===== src/rtl/pwm_dac_pkg.sv =====
// pwm_dac_pkg: shared types and constants for the PWM DAC
package pwm_dac_pkg;
  typedef enum logic [1:0] {IDLE, RUN, STOP} state_t;
  localparam int WIDTH_DEF = 8;
  localparam int UNDERRUN_W = 8;
  function automatic int period_max(int width);
    return (1 << width) - 2;
  endfunction
endpackage


===== src/rtl/pwm_prescaler.sv =====
// pwm_prescaler: tick every DIV clk cycles; clear holds the count at 0 and suppresses tick
module pwm_prescaler #(
  parameter int DIV = 1
) (
  input  logic clk,
  input  logic rst,
  input  logic clear,
  output logic tick
);
  localparam int CW = DIV > 1 ? $clog2(DIV) : 1;
  localparam logic [CW-1:0] LAST = CW'(DIV - 1);
  logic [CW-1:0] cnt_q, cnt_d;
  assign tick = !clear && (cnt_q == LAST);
  always_comb cnt_d = (clear || tick) ? '0 : cnt_q + 1'b1;
  always_ff @(posedge clk)
    if (rst) cnt_q <= '0;
    else cnt_q <= cnt_d;
endmodule


===== src/rtl/pwm_dac.sv =====
// pwm_dac: double-buffered PWM DAC turning valid/ready magnitude samples into a fixed-period PWM
// ports: clk, rst, enable, sample_in/sample_valid/sample_ready, pwm_out, period_start, underrun_cnt, busy
// PWM_DAC_SIGNED_IN_EN: sample_in is two's complement, stored as offset binary (MSB inverted)
module pwm_dac
  import pwm_dac_pkg::*;
#(
  parameter int WIDTH = WIDTH_DEF,
  parameter int DIV = 1
) (
  input  logic                  clk,
  input  logic                  rst,
  input  logic                  enable,
  input  logic [WIDTH-1:0]      sample_in,
  input  logic                  sample_valid,
  output logic                  sample_ready,
  output logic                  pwm_out,
  output logic                  period_start,
  output logic [UNDERRUN_W-1:0] underrun_cnt,
  output logic                  busy
);
  localparam logic [WIDTH-1:0] CNT_MAX = WIDTH'(period_max(WIDTH));
  state_t state_q, state_d;
  logic [WIDTH-1:0] cnt_q, cnt_d, duty_q, duty_d, shadow_q, shadow_d, sample_conv;
  logic shadow_full_q, shadow_full_d, pwm_q, pwm_d, period_start_q, period_start_d;
  logic [UNDERRUN_W-1:0] underrun_q, underrun_d;
  logic tick, boundary, accept, keep;
`ifdef PWM_DAC_SIGNED_IN_EN
  assign sample_conv = {~sample_in[WIDTH-1], sample_in[WIDTH-2:0]};
`else
  assign sample_conv = sample_in;
`endif
  assign accept = sample_valid && !shadow_full_q;
  assign boundary = tick && (cnt_q == CNT_MAX);
  // STOP with enable re-asserted behaves as RUN so the period carries on untouched
  assign keep = (state_q == RUN) || enable;
  pwm_prescaler #(.DIV(DIV)) u_presc (
    .clk  (clk),
    .rst  (rst),
    .clear(state_q == IDLE),
    .tick (tick)
  );
  always_comb begin
    state_d = state_q;
    cnt_d = (state_q == IDLE || boundary) ? '0 : tick ? cnt_q + 1'b1 : cnt_q;
    duty_d = duty_q;
    shadow_d = accept ? sample_conv : shadow_q;
    shadow_full_d = shadow_full_q || accept;
    pwm_d = (state_q != IDLE) && (cnt_q < duty_q);
    period_start_d = 1'b0;
    underrun_d = underrun_q;
    if (state_q == IDLE) begin
      if (enable && shadow_full_q) begin
        state_d = RUN;
        duty_d = shadow_q;
        shadow_full_d = 1'b0;
        period_start_d = 1'b1;
      end
    end else begin
      state_d = enable ? RUN : STOP;
      if (boundary && keep) begin
        period_start_d = 1'b1;
        // promotion uses the shadow flag from the start of the cycle; a same-cycle accept waits a period
        if (shadow_full_q) begin
          duty_d = shadow_q;
          shadow_full_d = 1'b0;
        end else
          underrun_d = (&underrun_q) ? underrun_q : underrun_q + 1'b1;
      end else if (boundary) begin
        state_d = IDLE;
        pwm_d = 1'b0;
      end
    end
  end
  always_ff @(posedge clk) begin
    if (rst) begin
      state_q <= IDLE;
      cnt_q <= '0;
      duty_q <= '0;
      shadow_q <= '0;
      shadow_full_q <= 1'b0;
      pwm_q <= 1'b0;
      period_start_q <= 1'b0;
      underrun_q <= '0;
    end else begin
      state_q <= state_d;
      cnt_q <= cnt_d;
      duty_q <= duty_d;
      shadow_q <= shadow_d;
      shadow_full_q <= shadow_full_d;
      pwm_q <= pwm_d;
      period_start_q <= period_start_d;
      underrun_q <= underrun_d;
    end
  end
  assign sample_ready = !shadow_full_q;
  assign pwm_out = pwm_q;
  assign period_start = period_start_q;
  assign underrun_cnt = underrun_q;
  assign busy = state_q != IDLE;
endmodule


===== config.mk =====
export PLATFORM = sky130hd
export DESIGN_NAME = pwm_dac
export DESIGN_NICKNAME = d
export VERILOG_FILES = /design/src/rtl/pwm_dac_pkg.sv /design/src/rtl/pwm_prescaler.sv /design/src/rtl/pwm_dac.sv
export SDC_FILE = /design/constraint.sdc
export NUM_CORES = 1
export LEC_CHECK = 0
export ABC_AREA = 0
export CORE_MARGIN = 10
export CORE_UTILIZATION = 35
export CTS_CLUSTER_SIZE = 28
export DETAILED_ROUTE_END_ITERATION = 8
export GPL_TIMING_DRIVEN = 0
export HOLD_SLACK_MARGIN = 0.02
export SLEW_MARGIN = 15
export SYNTH_ARGS = -nofsm -noshare
export SYNTH_HDL_FRONTEND = slang
export SYNTH_SLANG_ARGS = --single-unit

===== constraint.sdc =====
create_clock -name clk -period 2.6 [get_ports clk]
set_clock_uncertainty 0.15 [all_clocks]
set_input_delay 0.26 -clock clk [delete_from_list [all_inputs] [get_ports clk]]
set_output_delay 0.26 -clock clk [all_outputs]
set_load 0.1 [all_outputs]

==> results by stage <==
Floorplanning:
- The number of primary I/O pins is 24.
- For this configuration, the core starts out at a cell density of 36.1%.
- Measured along the y axis, the die boundary spans 92.9 um.
- The floorplan step defined a core boundary enclosing 5140 sq um.
- The area enclosed by the die boundary is 8620 sq um.
- The die is 92.9 um wide.
- The number of rows created at floorplan is 26.

Global route:
- The number of global-route vias before repair is 1420.
- The initial antenna violation count came to 0.
- The first-pass GRT wire length is 6720 um.
- The total global-route track usage is 9.41%.
- Entering global routing, the biggest net connects 13 pins.
- The final global-route overflow total is 0.

Logic synthesis:
- The number of synthesis warnings is 0.
- The per-instance average area after synthesis is 9.11 sq um.
- Summing every instance area after synthesis gives 1860 sq um.
- The netlist uses 46 different library cells.
- Of all cell types, the one taking the most synthesized area is dfxtp_1.
- The share of the Yosys chip area taken by registers is 40.9%.
- The area share of the leading cell type in the synthesized netlist is 40.9%.
- Counting every net in the synthesized netlist gives 226.
- The number of flops mapped to enable cells by yosys is 0.
- Counting flops with an async set or reset pin after synthesis yields a share of 0%.
- The most used flip-flop cell after synthesis is dfxtp_1.
- Synthesis inferred 38 register bits.
- Sorting the synthesized cells by area gives the leading types as dfxtp_1 41%, mux2i_1 8.6%, ha_1 6.7%.
- Synthesis produced a netlist whose cell count is 204.

Power:
- Per report_power, the clock group accounts for 37.2% of the total.
- The sequential share of power is 52.7%.
- The power spent charging and discharging nets is 292 uW.
- The combinational group share of total power is 10.1%.
- The worst-case IR drop observed on VDD is 0.211 mV.
- The cell-internal power is 857 uW.
- The power per cell area is 508 nW/um^2.
- Of the total power, the share spent switching nets is 25.4%.
- Power comes to 1150 uW.
- The analysis attributes to cell leakage a power of 0.000821 uW.

Placed design:
- Port buffering added 22 buffers.
- The detailed placement HPWL is 2780 um.
- The weighted congestion reported at the end of routability-driven placement is 0.766.
- After detailed placement, the design holds a cell count of 296.

CTS:
- The clock tree from TritonCTS is built.
- The number of setup buffers added after CTS is 0.
- The H-tree depth is 2.
- For this design, the sink count on the clock tree is 38.
- For the worst-skew pair, the clock arrives at the later sink with an insertion delay of 290 ps.
- The tree is rooted in a clkbuf_8.
- The longest clock path from root to sink contains 2 buffers.
- The post-CTS clock slew at the launch and capture registers of the worst setup and hold paths is 80 ps.
- The number of clock buffers added by TritonCTS is 5.

STA:
- The maximum clock frequency is 0.420 GHz.
- The worst hold slack is 55.1 ps.
- For the final routed database, the setup TNS stands at 0 ps.
- The relative slew slack is 34.7%.
- The hold violation count in the final report is 0.
- Subtracting the final worst setup slack from the clock period gives 2380 ps.
- The total count of max-transition violations in the final report is 0.
- The final clock period utilization by the worst path is 91.5%.
- Setup violations remaining at the end of the flow were counted as 0.
- For the pin with the worst max-slew slack, the measured transition is 977 ps.
- Setup repair after global routing left no endpoint under its margin.

Final layout:
- The post-route netlist has 9.83% of its cells at a drive strength greater than 1.
- The count of nets after finishing is 255.
- The layout overhead on the synthesized area is 21.8%.
- The number of antenna diodes in the final layout is 0.
- The commonest non-fill, non-tap cell in the layout is dfxtp_1.
- The top cell types in the final layout, fill and taps aside, are 38 x dfxtp_1, 24 x nor2_1, 24 x nand2_1, 21 x clkdlybuf4s50_1, 16 x mux2i_1.
- The post-route non-filler standard cell count is 304.

Min path:
- The worst min-delay path class is in2reg.

Setup path:
- The critical path is of the reg2out type.
- The gate family responsible for the most delay along the worst path is buffers and inverters.
- The number of buffer and inverter stages on the critical path is 2.
- The critical path goes through inv_1, clkdlybuf4s50_1.
- For this design, the slowest cell found on the critical path is clkdlybuf4s50_1.
- The maximum single-stage delay on the critical path is 1160 ps.
- Of all nets on the critical path, the largest fanout is 5.
- The critical path data arrival time is 1970 ps.
- The worst setup path is captured at an output pin.
- The worst setup path is launched from a register.
- The data required time of the worst path is 2190 ps.

Drt:
- After detailed routing, the number of vias per cell comes to 4.88.
- The average detailed-routed wire length per instance is 12.5 um.
- The via count is 1482.
- The total routed wirelength is 3800 um.
- For this run, design rule violations remaining after detail routing come to 0.
- Once detail routing completed, the nets flagged for antenna violations numbered 0.
- The first routing iteration left 51 violations.
- The first detailed-routing pass ran for 4 iterations.

Run:
- The reported max-cap violation count is 0.

Status:
- The flow ran to the end, and the final reports show no timing, DRC or antenna violations.
## sequential cells by signal (all words and copies together) (netlist names)
register and cells:
cnt_q 8, duty_q 8, period_start 1, pwm_out 1
shadow_full_q 1, shadow_q 8, state_q 2, u_presc.cnt_q 1
underrun_cnt 8
## worst paths after layout
| kind | cells past startpoint | endpoint | from | slack [ps] |
|---|---|---|---|---|
| min reg2reg | 2 | duty_q[3]$_SDFFE_PP0P_ | duty_q[3]$_SDFFE_PP0P_ | 310 |
| max reg2reg | 7 | cnt_q[1]$_SDFFE_PP0P_ | cnt_q[0]$_SDFFE_PP0P_ | 530 |
| max | 2 | sample_ready | shadow_full_q$_SDFF_PP0_ | 220 |
| min | 2 | state_q[1]$_SDFFE_PP0P_ | enable | 60 |
## power groups by stage
stage	sequential, uW	clock, uW	combinational [uW]
final	605	427	116
after detailed placement	619	0	118
after CTS	605	442	118
after global routing	607	472	128
after floorplan	623	0	76.1
after global placement	619	0	117
## cell usage after synthesis (2+ instances only)
master,instances
nor3_1,3
nand3_1,7
ha_1,10
xor2_1,3
nand2_1,24
inv_1,12
clkbuf_1,4
mux2i_1,16
or3_1,2
a21oi_1,9
nor2b_1,2
buf_4,3
nand4_1,3
o31ai_1,2
or4_1,4
a211oi_1,2
o41ai_1,3
nor4_1,2
nor2_1,24
xnor2_1,4
a21o_1,2
o21ai_0,2
dfxtp_1,38
## stage by stage
step,utilization [%],cell area [sq um],setup WS (ps)
finish,44.0,2260,220
CTS,44.0,2260,78.2
global route,44.0,2260,156
detailed placement,42.1,2170,401
global placement,42.1,2170,410
floorplan,-,1860,324
## per-layer routing
metal / routed length (um) / vias to the layer above / track usage, %
met2: 1670 / 26 / 13.7
met1: 1880 / 685 / 11.8
met4: 40 / 0 / 3.47
li1: - / 767 / -
met3: 204 / 4 / 4.36
met5: 0 / - / 0
## cells by family (layout without fill, tap and decap cells)
kind of cell / Yosys count / after routing / share of synthesized area [%]
buffers and inverters: 23 / 53 / 6.26
DFF: 38 / 38 / 40.9
adders and majority gates: 10 / 10 / 6.73
muxes: 17 / 17 / 9.23
AOI/OAI and AO/OA: 29 / 29 / 12.2
and+or+nand+nor: 79 / 79 / 21.1
xor gates and xnor gates: 7 / 7 / 3.30
other: 1 / 1 / 0.202
## worst register-to-register path, cell delays in order, from the launching register on
cell and delay (ps):
dfxtp_1 420, inv_1 70, ha_1 200, and4b_2 250
and2_2 210, or3_1 300, clkbuf_1 210, a211oi_2 180
## area by class of cell
type / instances / area, sq um
fillers: 542 / 2880
multi-input cells: 143 / 981
flip-flops and latches: 38 / 761
repair buffers: 22 / 223
well taps: 70 / 87.6
clock buffers: 6 / 82.6
plain buffers: 10 / 67.6
inverters: 13 / 48.8
clock inverters: 2 / 12.5
## repair_timing
| action | CTS | global route |
|---|---|---|
| hold buffers | 0 | 0 |
| setup endpoints to repair | 0 | 1 |
| resized for setup | 0 | 1 |
No activity file was read; power rests on OpenSTA's default activity.
